## src/rtl/episode_scheduler.sv

```systemverilog
// Episode/step sequencer for a Q-learning training run: launches agent steps,
// requests Q-table updates and tracks episode boundaries with a free-running LFSR.
module episode_scheduler #(
    parameter int          STATES_WIDTH  = 4,
    parameter int          ACTIONS_WIDTH = 2,
    parameter int          COUNTER_WIDTH = 16,
    parameter int          MAX_STEPS     = 64,
    parameter int          MAX_EPISODES  = 1000,
    parameter int          GOAL_STATE    = 15,
    parameter logic [15:0] LFSR_SEED     = 16'hACE1
) (
    input  logic                     clk,
    input  logic                     rst_n,
    input  logic                     i_start,
    input  logic                     i_agent_valid,
    input  logic [STATES_WIDTH-1:0]  i_next_st,
    input  logic                     i_q_done,
    output logic                     o_agent_valid,
    output logic [COUNTER_WIDTH-1:0] o_count,
    output logic [COUNTER_WIDTH-1:0] o_step,
    output logic [STATES_WIDTH-1:0]  o_first_st,
    output logic [ACTIONS_WIDTH-1:0] o_at_random,
    output logic                     o_q_update,
    output logic                     o_busy,
    output logic                     o_done
);

    typedef enum logic [2:0] {
        S_IDLE,
        S_ISSUE,
        S_WAIT_AGENT,
        S_UPDATE,
        S_WAIT_Q,
        S_NEXT,
        S_DONE
    } state_t;

    localparam logic [COUNTER_WIDTH-1:0] LAST_STEP    = COUNTER_WIDTH'(MAX_STEPS - 1);
    localparam logic [COUNTER_WIDTH-1:0] LAST_EPISODE = COUNTER_WIDTH'(MAX_EPISODES - 1);
    localparam logic [STATES_WIDTH-1:0]  GOAL         = STATES_WIDTH'(GOAL_STATE);
    // Right-shifting Galois form of x^16+x^14+x^13+x^11+1.
    localparam logic [15:0]              LFSR_TAPS    = 16'hB400;

    state_t                    state_reg;
    logic [15:0]               lfsr_reg;
    logic [15:0]               lfsr_next;
    logic [COUNTER_WIDTH-1:0]  count_reg;
    logic [COUNTER_WIDTH-1:0]  step_reg;
    logic [STATES_WIDTH-1:0]   first_st_reg;
    logic [STATES_WIDTH-1:0]   next_st_reg;
    logic                      agent_valid_reg;
    logic                      q_update_reg;
    logic                      busy_reg;
    logic                      done_reg;
    logic                      episode_end;
    logic                      last_episode;

    generate
        for (genvar gi = 0; gi < 16; gi++) begin : g_lfsr
            if (gi == 15) begin : g_msb
                assign lfsr_next[gi] = LFSR_TAPS[gi] & lfsr_reg[0];
            end else begin : g_bit
                assign lfsr_next[gi] = lfsr_reg[gi+1] ^ (LFSR_TAPS[gi] & lfsr_reg[0]);
            end
        end
    endgenerate

    always_ff @(posedge clk or negedge rst_n) begin
        if (!rst_n) begin
            lfsr_reg <= LFSR_SEED;
        end else begin
            lfsr_reg <= lfsr_next;
        end
    end

    // Goal and step limit together still close a single episode.
    assign episode_end  = (next_st_reg == GOAL) || (step_reg == LAST_STEP);
    assign last_episode = (count_reg == LAST_EPISODE);

    always_ff @(posedge clk or negedge rst_n) begin
        if (!rst_n) begin
            state_reg       <= S_IDLE;
            count_reg       <= '0;
            step_reg        <= '0;
            first_st_reg    <= '0;
            next_st_reg     <= '0;
            agent_valid_reg <= 1'b0;
            q_update_reg    <= 1'b0;
            busy_reg        <= 1'b0;
            done_reg        <= 1'b0;
        end else begin
            case (state_reg)
                S_IDLE: begin
                    if (i_start) begin
                        count_reg       <= '0;
                        step_reg        <= '0;
                        first_st_reg    <= lfsr_reg[15 -: STATES_WIDTH];
                        agent_valid_reg <= 1'b1;
                        busy_reg        <= 1'b1;
                        state_reg       <= S_ISSUE;
                    end
                end
                S_ISSUE: begin
                    agent_valid_reg <= 1'b0;
                    state_reg       <= S_WAIT_AGENT;
                end
                S_WAIT_AGENT: begin
                    if (i_agent_valid) begin
                        next_st_reg  <= i_next_st;
                        q_update_reg <= 1'b1;
                        state_reg    <= S_UPDATE;
                    end
                end
                S_UPDATE: begin
                    q_update_reg <= 1'b0;
                    state_reg    <= S_WAIT_Q;
                end
                S_WAIT_Q: begin
                    if (i_q_done) begin
                        state_reg <= S_NEXT;
                    end
                end
                S_NEXT: begin
                    if (!episode_end) begin
                        step_reg        <= step_reg + 1'b1;
                        agent_valid_reg <= 1'b1;
                        state_reg       <= S_ISSUE;
                    end else if (last_episode) begin
                        busy_reg  <= 1'b0;
                        done_reg  <= 1'b1;
                        state_reg <= S_DONE;
                    end else begin
                        count_reg       <= count_reg + 1'b1;
                        step_reg        <= '0;
                        first_st_reg    <= lfsr_reg[15 -: STATES_WIDTH];
                        agent_valid_reg <= 1'b1;
                        state_reg       <= S_ISSUE;
                    end
                end
                S_DONE: begin
                    // A start level left high from the finished run must not relaunch it.
                    if (!i_start) begin
                        done_reg  <= 1'b0;
                        state_reg <= S_IDLE;
                    end
                end
                default: begin
                    agent_valid_reg <= 1'b0;
                    q_update_reg    <= 1'b0;
                    busy_reg        <= 1'b0;
                    done_reg        <= 1'b0;
                    state_reg       <= S_IDLE;
                end
            endcase
        end
    end

    assign o_agent_valid = agent_valid_reg;
    assign o_count       = count_reg;
    assign o_step        = step_reg;
    assign o_first_st    = first_st_reg;
    assign o_at_random   = lfsr_reg[ACTIONS_WIDTH-1:0];
    assign o_q_update    = q_update_reg;
    assign o_busy        = busy_reg;
    assign o_done        = done_reg;

endmodule

```

## config.mk

```make
export PLATFORM = sky130hd
export DESIGN_NAME = episode_scheduler
export DESIGN_NICKNAME = d
export VERILOG_FILES = /design/src/rtl/episode_scheduler.sv
export SDC_FILE = /design/constraint.sdc
export NUM_CORES = 1
export LEC_CHECK = 0
export BUFFER_PORTS_ARGS = -buffer_cell sky130_fd_sc_hd__buf_2
export CORE_MARGIN = 4
export CORE_UTILIZATION = 40
export DETAILED_ROUTE_END_ITERATION = 16
export PLACE_DENSITY = 0.68
export SYNTH_ARGS = -nofsm -noshare
export SYNTH_HDL_FRONTEND = slang
export SYNTH_SLANG_ARGS = --single-unit
```

## constraint.sdc

```tcl
create_clock -name clk -period 2.03 [get_ports clk]
set_input_delay 0.203 -clock clk [delete_from_list [all_inputs] [get_ports clk]]
set_output_delay 0.203 -clock clk [all_outputs]
set_load 0.005 [all_outputs]
```

Word level (Yosys, flattened, before mapping). Cells that the tools add are included.

Add/sub/neg operators: 2. Eq/ne operators: 17. Mux-type cells: 31. Bitwise gates (word level): 7. Reductions and logical operators: 15.

Operator list (number): 16-bit two-way mux (5); 16-bit case mux with 2 select lines (2); 16-bit by 1-bit adder with 16-bit output, second input constant (2); 3-bit case mux with 7 select lines (1); 3-bit two-way mux (6); 16-bit by 10-bit equality test with 1-bit output, second input constant (1); 16-bit by 6-bit equality test with 1-bit output, second input constant (1); 4-bit AND reduction (4); 5-bit OR reduction (3); 2-bit != test, second input constant (7); 4-bit two-way mux (3); 3-bit equality test, second input constant (3); 1-bit two-way mux (9); 1-bit case mux with 3 select lines (3); 4-bit case mux with 2 select lines (1); 3-bit by 2-bit equality test with 1-bit output, second input constant (2); 3-bit AND reduction (2); 4-bit equality test, second input constant (1); 1-bit inverter (4); 2-bit AND reduction (2); 4-bit OR reduction (1); 3-bit by 1-bit equality test with 1-bit output, second input constant (1); 3-bit zero test (1); 3-bit != test, second input constant (1); other kinds (4) (6).

Bits in registers: 63. Input port bits: 9. Output and inout port bits: 42. Logic and storage cells: 82.

Logic depth before layout (Yosys ltp).
Depth after elaboration: 4. Gate-level depth with buffers: 10. Mapped depth without buffers: 6.

Least setup slack after synthesis. OpenSTA, ideal clock, no wires.

Path kind: flip-flop to flip-flop. Start point: register step_reg[0] (netlist: o_step[0]). End point: register step_reg[11] (netlist: o_step[11]). Arrival time: 1.978 ns. Data required time: 1.912 ns. Setup slack: -0.066 ns. Stages on the path, launching flop included: 10. Buffers on the path: 3. Period minus slack after synthesis: 2.096 ns. Cell sequence: dfrtp_1 > ha_1 > and3_1 > buf_2 > and4_1 > buf_4 > nor2_2 > buf_6 > mux2_2 > a21o_1.

Cells in the longest elaborated chain, start to end: 4.

Ends and longest elaborated chain: start, declared (RTL line 48) `logic [COUNTER_WIDTH-1:0] step_reg;`; start signal, assigned (RTL line 125) `step_reg <= step_reg + 1'b1;`; parallel branches: the longest is 4 deep, another holds 16-bit by 1-bit adder with 16-bit output.

Parallel ways; which one is timed is not known. A chain may end at the register's enable or synchronous reset.

Worst setup path in the final report.
Start point: register step_reg[7] (netlist: o_step[7]). End point: register count_reg[12] (netlist: o_count[12]).

Cells in the longest elaborated chain, start to end: 4.

Ends and longest elaborated chain: 16-bit by 6-bit equality test with 1-bit output (RTL line 77) `assign episode_end = (next_st_reg == GOAL) || (step_reg == LAST_STEP);`; 1-bit logical OR (RTL line 77); 2-bit != test (no line); 4-bit AND reduction (no line); end signal, assigned (RTL line 133) `count_reg <= count_reg + 1'b1;`; end, declared (RTL line 47) `logic [COUNTER_WIDTH-1:0] count_reg;`.

Every way passes these cells.

==> out/metrics.cfg <==
[worst_setup_path]
start_kind = register
worst_r2r_startpoint = o_step[7]$_DFFE_PN0P_
r2r_setup_slack_ps = 40
worstPathRequired_ps = 2310
crit-reg2reg-capture = o_count[12]$_DFFE_PN0P_
critPathKind = register to register
number_of_cells_traversed_by_the_worst_register_to_register_path = 6
cp_max_fo = 24
timing.critical_path.to_type = register
critical_path_arrival_ps = 2270

[placed_design]
place.detailed.hpwl_um = 5380
gpl.final_weighted_congestion = 0.869
detailed_place.area_sq_um = 3720
buffer_ports.inserted = 50

[global_routing]
largest_net_degree_at_the_start_of_global_routing = 64
grt_pass1_vias = 2601
grt_first_pass_wirelength_um = 12600
groute.usage.overall = 0.181
number_of_antenna_violations_at_the_first_check_in_global_routing = 0
gr-total-overflow = 0

[logic_synthesis]
yosysSeqAreaShare = 0.516
synth_cells = 299
synth-async-reset-ratio = 1.00
synth_area_sq_um = 3070
synth_top_cell_area_share = 0.448
ys_ff_latch = 63
syn-mean-instance-area_sq_um = 10.3
yosys_warnings = 0
postSynthNetCount = 310
yosys.cell_types.count = 47
post-synth-top-count-cell = dfrtp_1
post_synth_most_frequent_cells = dfrtp_1 (55), nand2_1 (26), nand3_1 (25)
ys.flop_type = dfrtp_1
synth-edff-count = 0
cell_accounting_for_the_most_synthesized_area = dfrtp_1
netlist_top_cells_area = dfrtp_1 (45%), dfstp_2 (6.8%), nand3_1 (4.1%), nand2_1 (3.2%), a21oi_1 (3.1%)

[timing]
final_period_minus_worst_setup_slack_ps = 1990
rsz0062_at_grt = yes
final_hold_viol_count = 0
timing_worst_slew_pin_value_ps = 334
worst_slew_margin_rel = 0.778
max_clock_freq_mhz = 503
final.period_utilization = 0.980
slew_viol_final = 0
clock-skew-final_ps = 11.5
finalSetupViolations = 0
setup_tns_ps = 0

[route]
dr.first_iter.drc_count = 137
detail_route.first_pass.iterations = 4
vias = 2720
drc = 0
drt.antenna.violating_nets = 0
wl_per_cell_um = 15.3
totalWireLength_um = 7580
avgViaCountPerCell = 5.49

[clock_network]
cts-htree-levels = 3
cts.root.buffer_cell = clkbuf_8
cts_made_buffers = 9
worst_skew_pair.late_latency_ps = 350
clock_transition_time_at_the_flip_flop_clock_pins_of_the_worst_setup_and_hold_paths_ps = 80
tritoncts_num_sinks = 63
max-clock-path-buffers = 2
cts_tree = built

[final_layout]
multiInputGateArea_sq_um = 1400
fillCellCount = 688
layout.area.seq_sq_um = 1590
finalNetCount = 402
post_route_cells_drive_above_1_share = 0.359
final_core_utilization = 0.543
stdcell_area_sq_um = 4000
area.growth.synth_to_final_pct = 30.2
antennaDiodeCount = 0

[hold_path]
timing.hold.worst_path_depth = 2
worst_hold_startpoint = i_next_st[3]
timing.hold.worst_endpoint = next_st_reg[3]$_DFFE_PN0P_
hold_path_class = input port to register

[job]
max_cap_viol_count = 0

[power_and_ir_drop]
switchingPower_w = 0.00132
share_clk_of_total_power = 0.308
intPower_w = 0.00268
vdd_ir_drop_max_uv = 536
combinationalPowerShare = 0.316
net_sw_frac = 0.330
static-leakage-power_nw = 1.96
pwr_density_cell_nw_per_um2 = 1000
power_frac_seq = 0.377

[floorplanning]
chipWidth_um = 95.7
core_region_area_sq_um = 7370
die_area_sq_um = 9150
rows = 31
die_height_um = 95.7
starting_density_of_the_core = 0.417
ios = 51

[status]
run_status = completed

## kinds of logic after synthesis
kind of cell,Yosys count,synth area share
muxes,13,0.0468
buffers and inverters,24,0.0428
DFF,63,0.516
adders and majority gates,2,0.00814
xor gates and xnor gates,4,0.0114
AOI/OAI and AO/OA,60,0.126
and+or+nand+nor,133,0.249
## repair_timing
item	4_1_cts	5_1_grt
setup buffers	0	2
hold buffers	1	0
gates resized for setup	0	7
setup endpoints to repair	0	20
endpoints found under the hold margin	55	0
## final cells by class
class                           instances  share of cell area
Clock inverter                          6              0.0235
Sequential cell                        63               0.396
Timing Repair Buffer                  100               0.164
Multi-Input combinational cell        212               0.349
Inverter                                5             0.00469
Clock buffer                           10              0.0319
Tap cell                               99              0.0310
## per-layer routing
layer / global-route usage / vias up / share of wire
met4: 0.0758 / 0 / 0.019
met2: 0.273 / 76 / 0.46
met5: 0 / - / 0
met1: 0.242 / 1325 / 0.46
met3: 0.0521 / 11 / 0.055
li1: - / 1308 / -
## power by group through the flow
stage / clock network (W) / logic (W) / registers (W)
2_1_floorplan: 0 / 0.000705 / 0.00154
3_3_place_gp: 0 / 0.00121 / 0.00152
3_5_place_dp: 0 / 0.00123 / 0.00153
4_1_cts: 0.00126 / 0.00124 / 0.00151
5_1_grt: 0.00132 / 0.00143 / 0.00153
6_report: 0.00123 / 0.00126 / 0.00151
## worst max-delay path by stage
stage	from	end	slack, ps	cells after the start
after floorplan	o_step[1]$_DFFE_PN0P_	o_step[11]$_DFFE_PN0P_	3	9
after global placement	o_count[0]$_DFFE_PN0P_	o_count[7]$_DFFE_PN0P_	70	7
after detailed placement	o_step[8]$_DFFE_PN0P_	o_count[6]$_DFFE_PN0P_	40	6
after CTS	o_step[7]$_DFFE_PN0P_	o_count[6]$_DFFE_PN0P_	2	6
after global routing	o_count[12]$_DFFE_PN0P_	o_step[2]$_DFFE_PN0P_	-30	8
final	o_step[7]$_DFFE_PN0P_	o_count[12]$_DFFE_PN0P_	40	6
## through the flow
stage | instances | power (W) | setup slack [ps] | hold slack (ps)
2_1_floorplan | 299 | 0.00225 | 3.34 | -92.6
3_3_place_gp | 476 | 0.00273 | 72.0 | 243
3_5_place_dp | 476 | 0.00276 | 43.0 | 248
4_1_cts | 493 | 0.00401 | 1.60 | 75.9
5_1_grt | 495 | 0.00427 | -34.9 | 92.2
6_report | 495 | 0.00401 | 41.4 | 89.0
## critical path: stages (launching register included)
cell and delay, ps:
dfrtp_1 420, nor4_4 330, and4_4 290, nor2_4 70, buf_12 160, or4_1 480, a21oi_2 150
## placed cells by master (no fill, tap or decap), drive strengths merged, types with 7 or more instances in the layout
| cell type | instances |
|---|---|
| buf | 99 |
| and3 | 9 |
| o21ai | 7 |
| a21oi | 20 |
| mux2 | 11 |
| dfstp | 8 |
| nand4 | 9 |
| nand3 | 25 |
| nand2 | 28 |
| nor3 | 11 |
| clkbuf | 10 |
| nor2 | 13 |
| or4 | 12 |
| dfrtp | 55 |
| o31ai | 12 |
No activity file was read; power rests on OpenSTA's default activity.
